`src/rtl/alu_seq.sv`:
```
// alu_seq: registered add/sub/mul/div on unsigned WIDTH-bit operands.
// Results are 2*WIDTH bits wide. valid/ready handshakes on both sides.
// Division uses an iterative restoring divider and returns the quotient in
// f[WIDTH-1:0] and the remainder in f[2*WIDTH-1:WIDTH].
module alu_seq #(
    parameter int unsigned WIDTH = 8
) (
    input  logic                 clk,
    input  logic                 rst,
    input  logic                 in_valid,
    output logic                 in_ready,
    input  logic [WIDTH-1:0]     a,
    input  logic [WIDTH-1:0]     b,
    input  logic [1:0]           sel,
    output logic                 out_valid,
    input  logic                 out_ready,
    output logic [2*WIDTH-1:0]   f,
    output logic                 div_zero,
    output logic                 busy
);

    localparam int unsigned CW = $clog2(WIDTH + 1);

    typedef enum logic {
        IDLE,
        DIV
    } state_t;

    state_t               state, state_n;
    logic                 out_valid_n;
    logic [2*WIDTH-1:0]   f_n;
    logic                 div_zero_n;
    logic [WIDTH-1:0]     divisor, divisor_n;
    logic [WIDTH-1:0]     quot, quot_n;
    logic [WIDTH-1:0]     rem, rem_n;
    logic [CW-1:0]        count, count_n;

    logic [WIDTH:0]       rem_shift;
    logic [WIDTH-1:0]     rem_diff;
    logic                 rem_ge;
    logic [WIDTH-1:0]     quot_step;
    logic [WIDTH-1:0]     rem_step;

    logic [2*WIDTH-1:0]   a_ext, b_ext;
    logic                 accept, consume;

    assign a_ext    = {{WIDTH{1'b0}}, a};
    assign b_ext    = {{WIDTH{1'b0}}, b};
    assign in_ready = (state == IDLE) && (!out_valid || out_ready);
    assign busy     = (state == DIV);
    assign accept   = in_valid && in_ready;
    assign consume  = out_valid && out_ready;

    // One restoring-division step: shift in the next dividend bit, subtract if it fits.
    // The remainder is always below the divisor, so the difference fits in WIDTH bits.
    always_comb begin
        rem_shift = {rem, quot[WIDTH-1]};
        rem_ge    = (rem_shift >= {1'b0, divisor});
        rem_diff  = rem_shift[WIDTH-1:0] - divisor;
        quot_step = {quot[WIDTH-2:0], rem_ge};
        rem_step  = rem_ge ? rem_diff : rem_shift[WIDTH-1:0];
    end

    // Next-state, result and divider-register update.
    always_comb begin
        state_n     = state;
        out_valid_n = out_valid;
        f_n         = f;
        div_zero_n  = div_zero;
        divisor_n   = divisor;
        quot_n      = quot;
        rem_n       = rem;
        count_n     = count;

        if (consume) begin
            out_valid_n = 1'b0;
        end

        case (state)
            IDLE: begin
                if (accept) begin
                    case (sel)
                        2'b00: begin
                            f_n         = a_ext + b_ext;
                            div_zero_n  = 1'b0;
                            out_valid_n = 1'b1;
                        end
                        2'b01: begin
                            f_n         = a_ext - b_ext;
                            div_zero_n  = 1'b0;
                            out_valid_n = 1'b1;
                        end
                        2'b10: begin
                            f_n         = a_ext * b_ext;
                            div_zero_n  = 1'b0;
                            out_valid_n = 1'b1;
                        end
                        default: begin
                            if (b == '0) begin
                                f_n         = '0;
                                div_zero_n  = 1'b1;
                                out_valid_n = 1'b1;
                            end else begin
                                divisor_n = b;
                                quot_n    = a;
                                rem_n     = '0;
                                count_n   = CW'(WIDTH);
                                state_n   = DIV;
                            end
                        end
                    endcase
                end
            end
            DIV: begin
                quot_n  = quot_step;
                rem_n   = rem_step;
                count_n = count - CW'(1);
                if (count == CW'(1)) begin
                    f_n         = {rem_step, quot_step};
                    div_zero_n  = 1'b0;
                    out_valid_n = 1'b1;
                    state_n     = IDLE;
                end
            end
            default: begin
                state_n = IDLE;
            end
        endcase
    end

    // State register.
    always_ff @(posedge clk or posedge rst) begin
        if (rst) begin
            state <= IDLE;
        end else begin
            state <= state_n;
        end
    end

    // Result and divider registers.
    always_ff @(posedge clk or posedge rst) begin
        if (rst) begin
            out_valid <= 1'b0;
            f         <= '0;
            div_zero  <= 1'b0;
            divisor   <= '0;
            quot      <= '0;
            rem       <= '0;
            count     <= '0;
        end else begin
            out_valid <= out_valid_n;
            f         <= f_n;
            div_zero  <= div_zero_n;
            divisor   <= divisor_n;
            quot      <= quot_n;
            rem       <= rem_n;
            count     <= count_n;
        end
    end

endmodule

```
`config.mk`:
```
export PLATFORM = sky130hd
export DESIGN_NAME = alu_seq
export DESIGN_NICKNAME = d
export VERILOG_FILES = /design/src/rtl/alu_seq.sv
export SDC_FILE = /design/constraint.sdc
export NUM_CORES = 1
export LEC_CHECK = 0
export BUFFER_PORTS_ARGS = -buffer_cell sky130_fd_sc_hd__buf_4
export CAP_MARGIN = 0
export CORE_MARGIN = 2
export CORE_UTILIZATION = 40
export DETAILED_ROUTE_END_ITERATION = 7
export HOLD_SLACK_MARGIN = 0.08
export SYNTH_ARGS = -nofsm -noshare
export SYNTH_HDL_FRONTEND = slang
export SYNTH_SLANG_ARGS = --single-unit
```
`constraint.sdc`:
```
create_clock -name clk -period 2.96 [get_ports clk]
set_clock_uncertainty 0.05 [all_clocks]
set_input_delay 0.148 -clock clk [delete_from_list [all_inputs] [get_ports clk]]
set_output_delay 0.148 -clock clk [all_outputs]
set_load 0.005 [all_outputs]
```
==> summary.txt, run 1 <==
Run status
  – Outcome: complete, but fails checks
  – Failing checks: setup timing

Critical path
  – Worst path bufs/invs: 4
  – Slowest CP cell: fa_1
  – Req. time, crit path: around 3.1 ns
  – CP arrival: ~4 ns
  – Critical path startpoint category: input port
  – CP max stage delay: 0.56 ns
  – Setup CP Type: in -> reg
  – Worst-path maximum fanout: 5
  – Delay-heaviest family, CP: adder cells
  – Crit end category: flop
  – Critical Path Most Common Cell: fa_1
  – Cells along the critical path: buf_8 -> and2_4 -> fa_1 -> fa_1 -> fa_1 -> inv_2 -> fa_1 -> inv_2 -> ha_4 -> o211ai_1 -> o21ai_2 -> a31oi_4 -> buf_6 -> xnor2_2 -> nand2_1 -> a21o_1 -> a31oi_1

Clock tree
  – Htree depth: 2
  – CTS root buffer: clkbuf_16
  – Worst-path clk slew: around 0.07 ns
  – Clock sinks: 47
  – Max Root-Sink Buffers: 2
  – Worst-Skew Late Latency: between 0.2 and 0.3 ns
  – Total CTS buffers: 5
  – CTS tree: done

Logic synthesis
  – Post-synth top area share: about 22%
  – Synthesis-stage register bit count: 47
  – Main flop type after synthesis: dfrtp_1
  – Simple-Gate Fraction of Synth Area: between 10% and 20%
  – Synth Area in Adders: 29.9%
  – Synth top cells by count: inv_1, nand2_1, ha_1
  – Top-count cell post-synth: inv_1
  – Synth area leaders: dfrtp_1, ha_1, fa_1
  – Post-Synth XOR/XNOR Area: about 3.6%
  – Mapped cell area: 0.00538 mm2
  – Main combinational cell family by area after synthesis: adder cells
  – Post-synthesis mux area share: between 2 and 2.5%
  – Post-Syn Nets: 747
  – Cells after Synth: 620
  – Yosys warning count: 0
  – EDFF count, synth: 0
  – Synth area leader: dfrtp_1
  – Post-synth cell types: 63
  – Ys async rst share: between 90% and 100%
  – Seq/Total Area, Yosys: between 20 and 25%
  – Synthesized area per cell: approximately 8.7 um2
  – Compound-Gate Fraction of Synth Area: between 10% and 20%

Worst hold path
  – Worst min-delay path class: in -> async

Drt
  – Initial DRC count: ~250
  – Vias per cell: 5.21
  – DRC: 0
  – Per-cell routed wire length: 16.5 um
  – Via count: between 4k and 5k
  – DRT Pass-1 Iters: 4
  – DRT antenna net count: 0
  – Final wirelength: 15,000 um

STA
  – Fin crit share: 127%
  – Fin crit period: between 3 and 4 ns
  – Setup TNS: -6.70 ns
  – Unrepaired setup endpoints after global routing: yes
  – Fin. Hold Viols: 0
  – Setup ws final: -0.792 ns
  – Tightest Pin Transition: approximately 0.99 ns
  – Worst slew margin: about a third
  – Setup Viol. Count Final: 11
  – Slew Limit Fails: 0
  – Max Freq: 0.267 GHz
  – Hold slack: about 0.053 ns

Placement
  – DP HPWL: 12,000 um
  – Final GP Congestion: roughly 0.85
  – Port bufs: 41

Floorplan
  – Die width: around 120 um
  – Die height: about 120 um
  – Core area: between 0.01 and 0.015 mm2
  – Num ports: 42
  – DIE AREA: around 0.014 mm2
  – Initial Utilization: 40.8%
  – Num rows: 42

Cells and area
  – Share of cells above drive strength 1: 30.4%
  – Area Growth Syn to Fin: 30.9%
  – Fill cells: 1,189
  – Ant. Diodes: 0
  – Nets: 857

Job
  – Maxcap violations: 0

Global routing
  – Total GRT Usage: about 22%
  – Pin count of the biggest net entering global routing: 48
  – Vias in the first global route: around 4.9k
  – Initial antenna violation count: 0
  – First-pass GRT wire length: 24,800 um
  – Overflow left after global routing: 0

Pwr
  – Lkg Pwr: around 3.4 nW
  – P per Cell Area: about 850 mW/mm2
  – VDD IR max: around 0.40 mV
[what timing repair did]
item                       in CTS  in global routing
hold endpoints to repair        0                  0
cloned                          1                  0
gates resized for setup        47                 38
hold buffers                    0                  0
setup endpoints to repair      12                 12
pin swaps                      32                 43
setup buffers                   6                  5
[worst reg2reg max path: cells and delay by family (launching register included)]
kind	cells	cell delay, ns
and+or+nand+nor	2	0.28
AOI/OAI and AO/OA	4	0.88
DFF	1	0.40
adders and majority gates	1	0.32
muxes	1	0.40
buffers and inverters	1	0.06
[per-layer routing]
metal | GRT usage [%] | vias up | routed length (um)
met5 | 0 | - | 0
met4 | 3.46 | 0 | 172
met3 | 2.52 | 15 | 647
met2 | 38.8 | 97 | 7590
met1 | 28.8 | 2308 | 6590
li1 | - | 2307 | -
[area by class of cell]
type,instances,area [um2],area share (%)
Clock buffer,6,139,1.97
Multi-Input combinational cell,469,4120,58.6
Timing Repair Buffer,125,1050,15.0
Tap cell,176,220,3.13
Sequential cell,47,1180,16.7
Clock inverter,2,16.3,0.231
Inverter,82,312,4.42
[through the flow]
step / utilization (%) / worst slack (ns) / instances / total power, mW / cell area [um2]
floorplan: - / -0.926 / 620 / 3.80 / 5530
CTS: 52.0 / -0.772 / 903 / 5.80 / 6870
global placement: 49.0 / -1.25 / 888 / 4.87 / 6460
finish: 53.4 / -0.792 / 907 / 5.96 / 7040
detailed placement: 49.0 / -1.29 / 888 / 4.97 / 6460
global route: 53.4 / -0.909 / 907 / 6.50 / 7040
[cells in the final DEF (no fill, tap or decap), types with 13 or more instances in the layout]
cell	count
buf_6	13
ha_1	56
fa_1	34
o21ai_0	26
and2_1	28
inv_1	69
a21oi_1	24
buf_4	106
dfrtp_1	47
nand2_1	66
nor2_1	35
[power breakdown]
group          switching [mW]  internal, mW
Sequential              0.203         0.957
Clock                   0.244         0.338
Combinational            2.21          2.01
Total                    2.66          3.30
[flip-flops by register name, indices dropped and copies added (netlist names)]
signal / count
busy: 1
count: 4
divisor: 8
quot: 8
out_valid: 1
div_zero: 1
rem: 8
f: 16
[final timing paths]
path / from / endpoint / slack, ns / cells past startpoint
min: rst / f[15] / 0.05 / 2
max reg2reg: quot[7] / f[14] / 0.44 / 9
min reg2reg: rem[7] / rem[7] / 0.44 / 2
min in group clk: out_ready / out_valid / 0.15 / 3
max in group asynchronous: rst / busy / 2.20 / 2
max: b[5] / f[11] / -0.79 / 17
[kinds of logic after synthesis]
kind of cell / count (synthesis)
compound gates: 146
xor+xnor: 22
fa+ha+maj: 105
buf+inv: 104
flops: 47
mux: 12
simple gates: 184
Power figures use the tool's default switching activity.
==> inputs of run 2 (changes only) <==
==> constraint.sdc (replaced) <==
create_clock -name clk -period 2.96 [get_ports clk]
set_clock_uncertainty 0.05 [all_clocks]
set_input_delay 0.592 -clock clk [delete_from_list [all_inputs] [get_ports clk]]
set_output_delay 0.592 -clock clk [all_outputs]
set_load 0.005 [all_outputs]
==> run 2 against run 1 <==
Compared with the run above:
- the flow still finishes with violations (setup timing)
- maximum frequency down 11%
- combinational power down 3%
- clock power up 9.0%
- via count about the same
- sequential share of layout area about the same
- utilization about the same
- wire length down 2.4%
- global-route usage down 0.31 points
- total power down 0.67%
- critical path type unchanged
==> summary.txt, run 2 (same netlist as run 1, synthesis figures left out) <==
Run status
  – Outcome: complete, but fails checks (unchanged)
  – Failing checks: setup timing (unchanged)

STA
  – Unrepaired setup endpoints after global routing: yes (unchanged)
  – Worst slew margin: 33.7% (was 34.1%)
  – Setup TNS: -11.80 ns (was -6.70 ns)
  – Hold slack: 0.435 ns (was 0.0528 ns)
  – Setup ws final: -1.25 ns (was -0.792 ns)
  – Max Freq: 0.237 GHz (was 0.267 GHz)
  – Slew Limit Fails: 0 (unchanged)
  – Fin. Hold Viols: 0 (unchanged)
  – Setup Viol. Count Final: 12 (was 11)
  – Fin crit share: 142% (was 127%)
  – Fin crit period: 4.21 ns (was 3.75 ns)
  – Tightest Pin Transition: 0.993 ns (was 0.988 ns)

Critical path
  – CP arrival: 4.33 ns (was 3.91 ns)
  – Path depth of the worst reg2reg path: 9 (unchanged)
  – Reg2Reg Setup Slack: 0.51 ns (was 0.44 ns)
  – R2R Path Start: quot[7] (unchanged)
  – FF-to-FF End: f[13] (was f[14])
  – Worst-path maximum fanout: 5 (unchanged)
  – Setup CP Type: in -> reg (unchanged)
  – Critical path startpoint category: input port (unchanged)
  – Req. time, crit path: 3.08 ns (was 3.12 ns)
  – Crit end category: flop (unchanged)

Drt
  – DRC: 0 (unchanged)
  – DRT Pass-1 Iters: 5 (was 4)
  – Final wirelength: 14,600 um (was 15,000 um)
  – Vias per cell: 5.25 (was 5.21)
  – Via count: 4,723 (was 4,727)
  – DRT antenna net count: 0 (unchanged)
  – Initial DRC count: 294 (was 248)
  – Per-cell routed wire length: 16.3 um (was 16.5 um)

Worst hold path
  – Worst hold start: f[9]
  – WHS Endpoint: f[9]
  – Worst min-delay path class: reg -> reg (was in -> async)
  – Hold Path Stages: 2

Cells and area
  – Most common cell after layout, fill and taps aside: buf_4 (unchanged)
  – Nets: 851 (was 857)
  – Final core occ: 53.4% (about the same)
  – Area Growth Syn to Fin: 30.9% (about the same)
  – Biggest register: f (unchanged)
  – Most frequent cells in the layout: buf_4, inv_1, nand2_1 (unchanged)
  – Fin cells: 900 (was 907)
  – Share of cells above drive strength 1: 29.8% (was 30.4%)
  – Ant. Diodes: 0 (unchanged)
  – Max reg flops: 16 (unchanged)

Floorplan
  – Initial Utilization: 40.8% (unchanged)
  – Die width: 120 um (unchanged)
  – DIE AREA: 0.0144 mm2 (unchanged)
  – Core area: 0.0132 mm2 (unchanged)
  – Num rows: 42 (unchanged)
  – Num ports: 42 (unchanged)
  – Die height: 120 um (unchanged)

Clock tree
  – Max Root-Sink Buffers: 2 (unchanged)
  – Worst-path clk slew: 0.07 ns (about the same)
  – Hold-fix buffers at CTS: 0 (unchanged)
  – Total CTS buffers: 5 (unchanged)
  – CTS root buffer: clkbuf_16 (unchanged)
  – Worst-Skew Late Latency: 0.28 ns (was 0.29 ns)
  – Htree depth: 2 (unchanged)
  – CTS tree: done (unchanged)
  – Clock sinks: 47 (unchanged)

Placement
  – Cell Count Post-Placement: 885 (was 888)
  – DP HPWL: 12,000 um (about the same)
  – Port bufs: 41 (unchanged)
  – Final GP Congestion: 0.830 (was 0.853)

Pwr
  – VDD IR max: 0.464 mV (was 0.404 mV)
  – Total power: 5.92 mW (was 5.96 mW)
  – Lkg Pwr: 3.38 nW (was 3.44 nW)
  – P per Cell Area: 841 mW/mm2 (was 847 mW/mm2)

Global routing
  – Total GRT Usage: 21.4% (was 21.7%)
  – Vias in the first global route: 4,926 (was 4,919)
  – First-pass GRT wire length: 24,600 um (was 24,800 um)
  – Pin count of the biggest net entering global routing: 48 (unchanged)
  – Initial antenna violation count: 0 (unchanged)
  – Overflow left after global routing: 0 (unchanged)

Job
  – Maxcap violations: 0 (unchanged)
## run 2: cell types whose count changed in the layout (fill, tap and decap cells not counted), sizes merged
cell | previous run | this run
clkbuf | 6 | 5
bufinv | 0 | 1
buf | 125 | 119
clkinv | 1 | 0
## run 2: worst max-delay path by stage
stage	depth (start not counted)	endpoint	from	slack [ns]
finish	16	f[13]	b[5]	-1.25
CTS	16	f[13]	b[2]	-1.20
floorplan	16	f[13]	b[5]	-1.37
global route	16	f[13]	b[5]	-1.41
detailed placement	17	f[11]	b[4]	-1.66
global placement	17	f[12]	b[4]	-1.61
## run 2: metal layers
metal / vias to the layer above / global-route usage [%] / part of all wire (%)
met1: 2308 / 28.9 / 46
met3: 21 / 1.85 / 2.9
met4: 0 / 5.22 / 1.9
met2: 99 / 37.2 / 49
met5: - / 0 / 0
li1: 2295 / - / -
## run 2: power breakdown
part | internal (mW) | total (mW) | switching [mW]
logic | 1.94 | 4.11 | 2.17
clock network | 0.394 | 0.633 | 0.239
registers | 0.957 | 1.18 | 0.224
total | 3.29 | 5.92 | 2.63
## run 2: critical path: stages
cell	delay [ns]
buf_8	0.10
and2_4	0.15
fa_1	0.57
fa_1	0.44
fa_1	0.51
inv_2	0.04
fa_1	0.48
inv_2	0.05
ha_4	0.28
o211ai_1	0.10
o21ai_2	0.22
a31oi_4	0.13
o21ai_1	0.17
xnor2_1	0.14
nor2_1	0.07
o32a_1	0.28
## run 2: final cells by class
type / count / area (um2)
well taps: 176 / 220
inverters: 82 / 312
clock buffers: 5 / 125
fillers: 1172 / 6150
flip-flops and latches: 47 / 1180
multi-input cells: 469 / 4160
repair buffers: 119 / 1010
clock inverters: 2 / 37.5
## run 2: through the flow
step | cell area, um2 | setup WS [ns]
after floorplan | 5540 | -1.37
after global placement | 6450 | -1.61
after detailed placement | 6450 | -1.66
after CTS | 6960 | -1.20
after global routing | 7040 | -1.41
final | 7040 | -1.25
## run 2: timing repair
item | 4_1_cts | 5_1_grt
pin swaps | 39 | 26
endpoints found under the hold margin | 0 | 0
setup buffers | 10 | 1
endpoints found under the setup margin | 13 | 13
gates resized for setup | 70 | 19
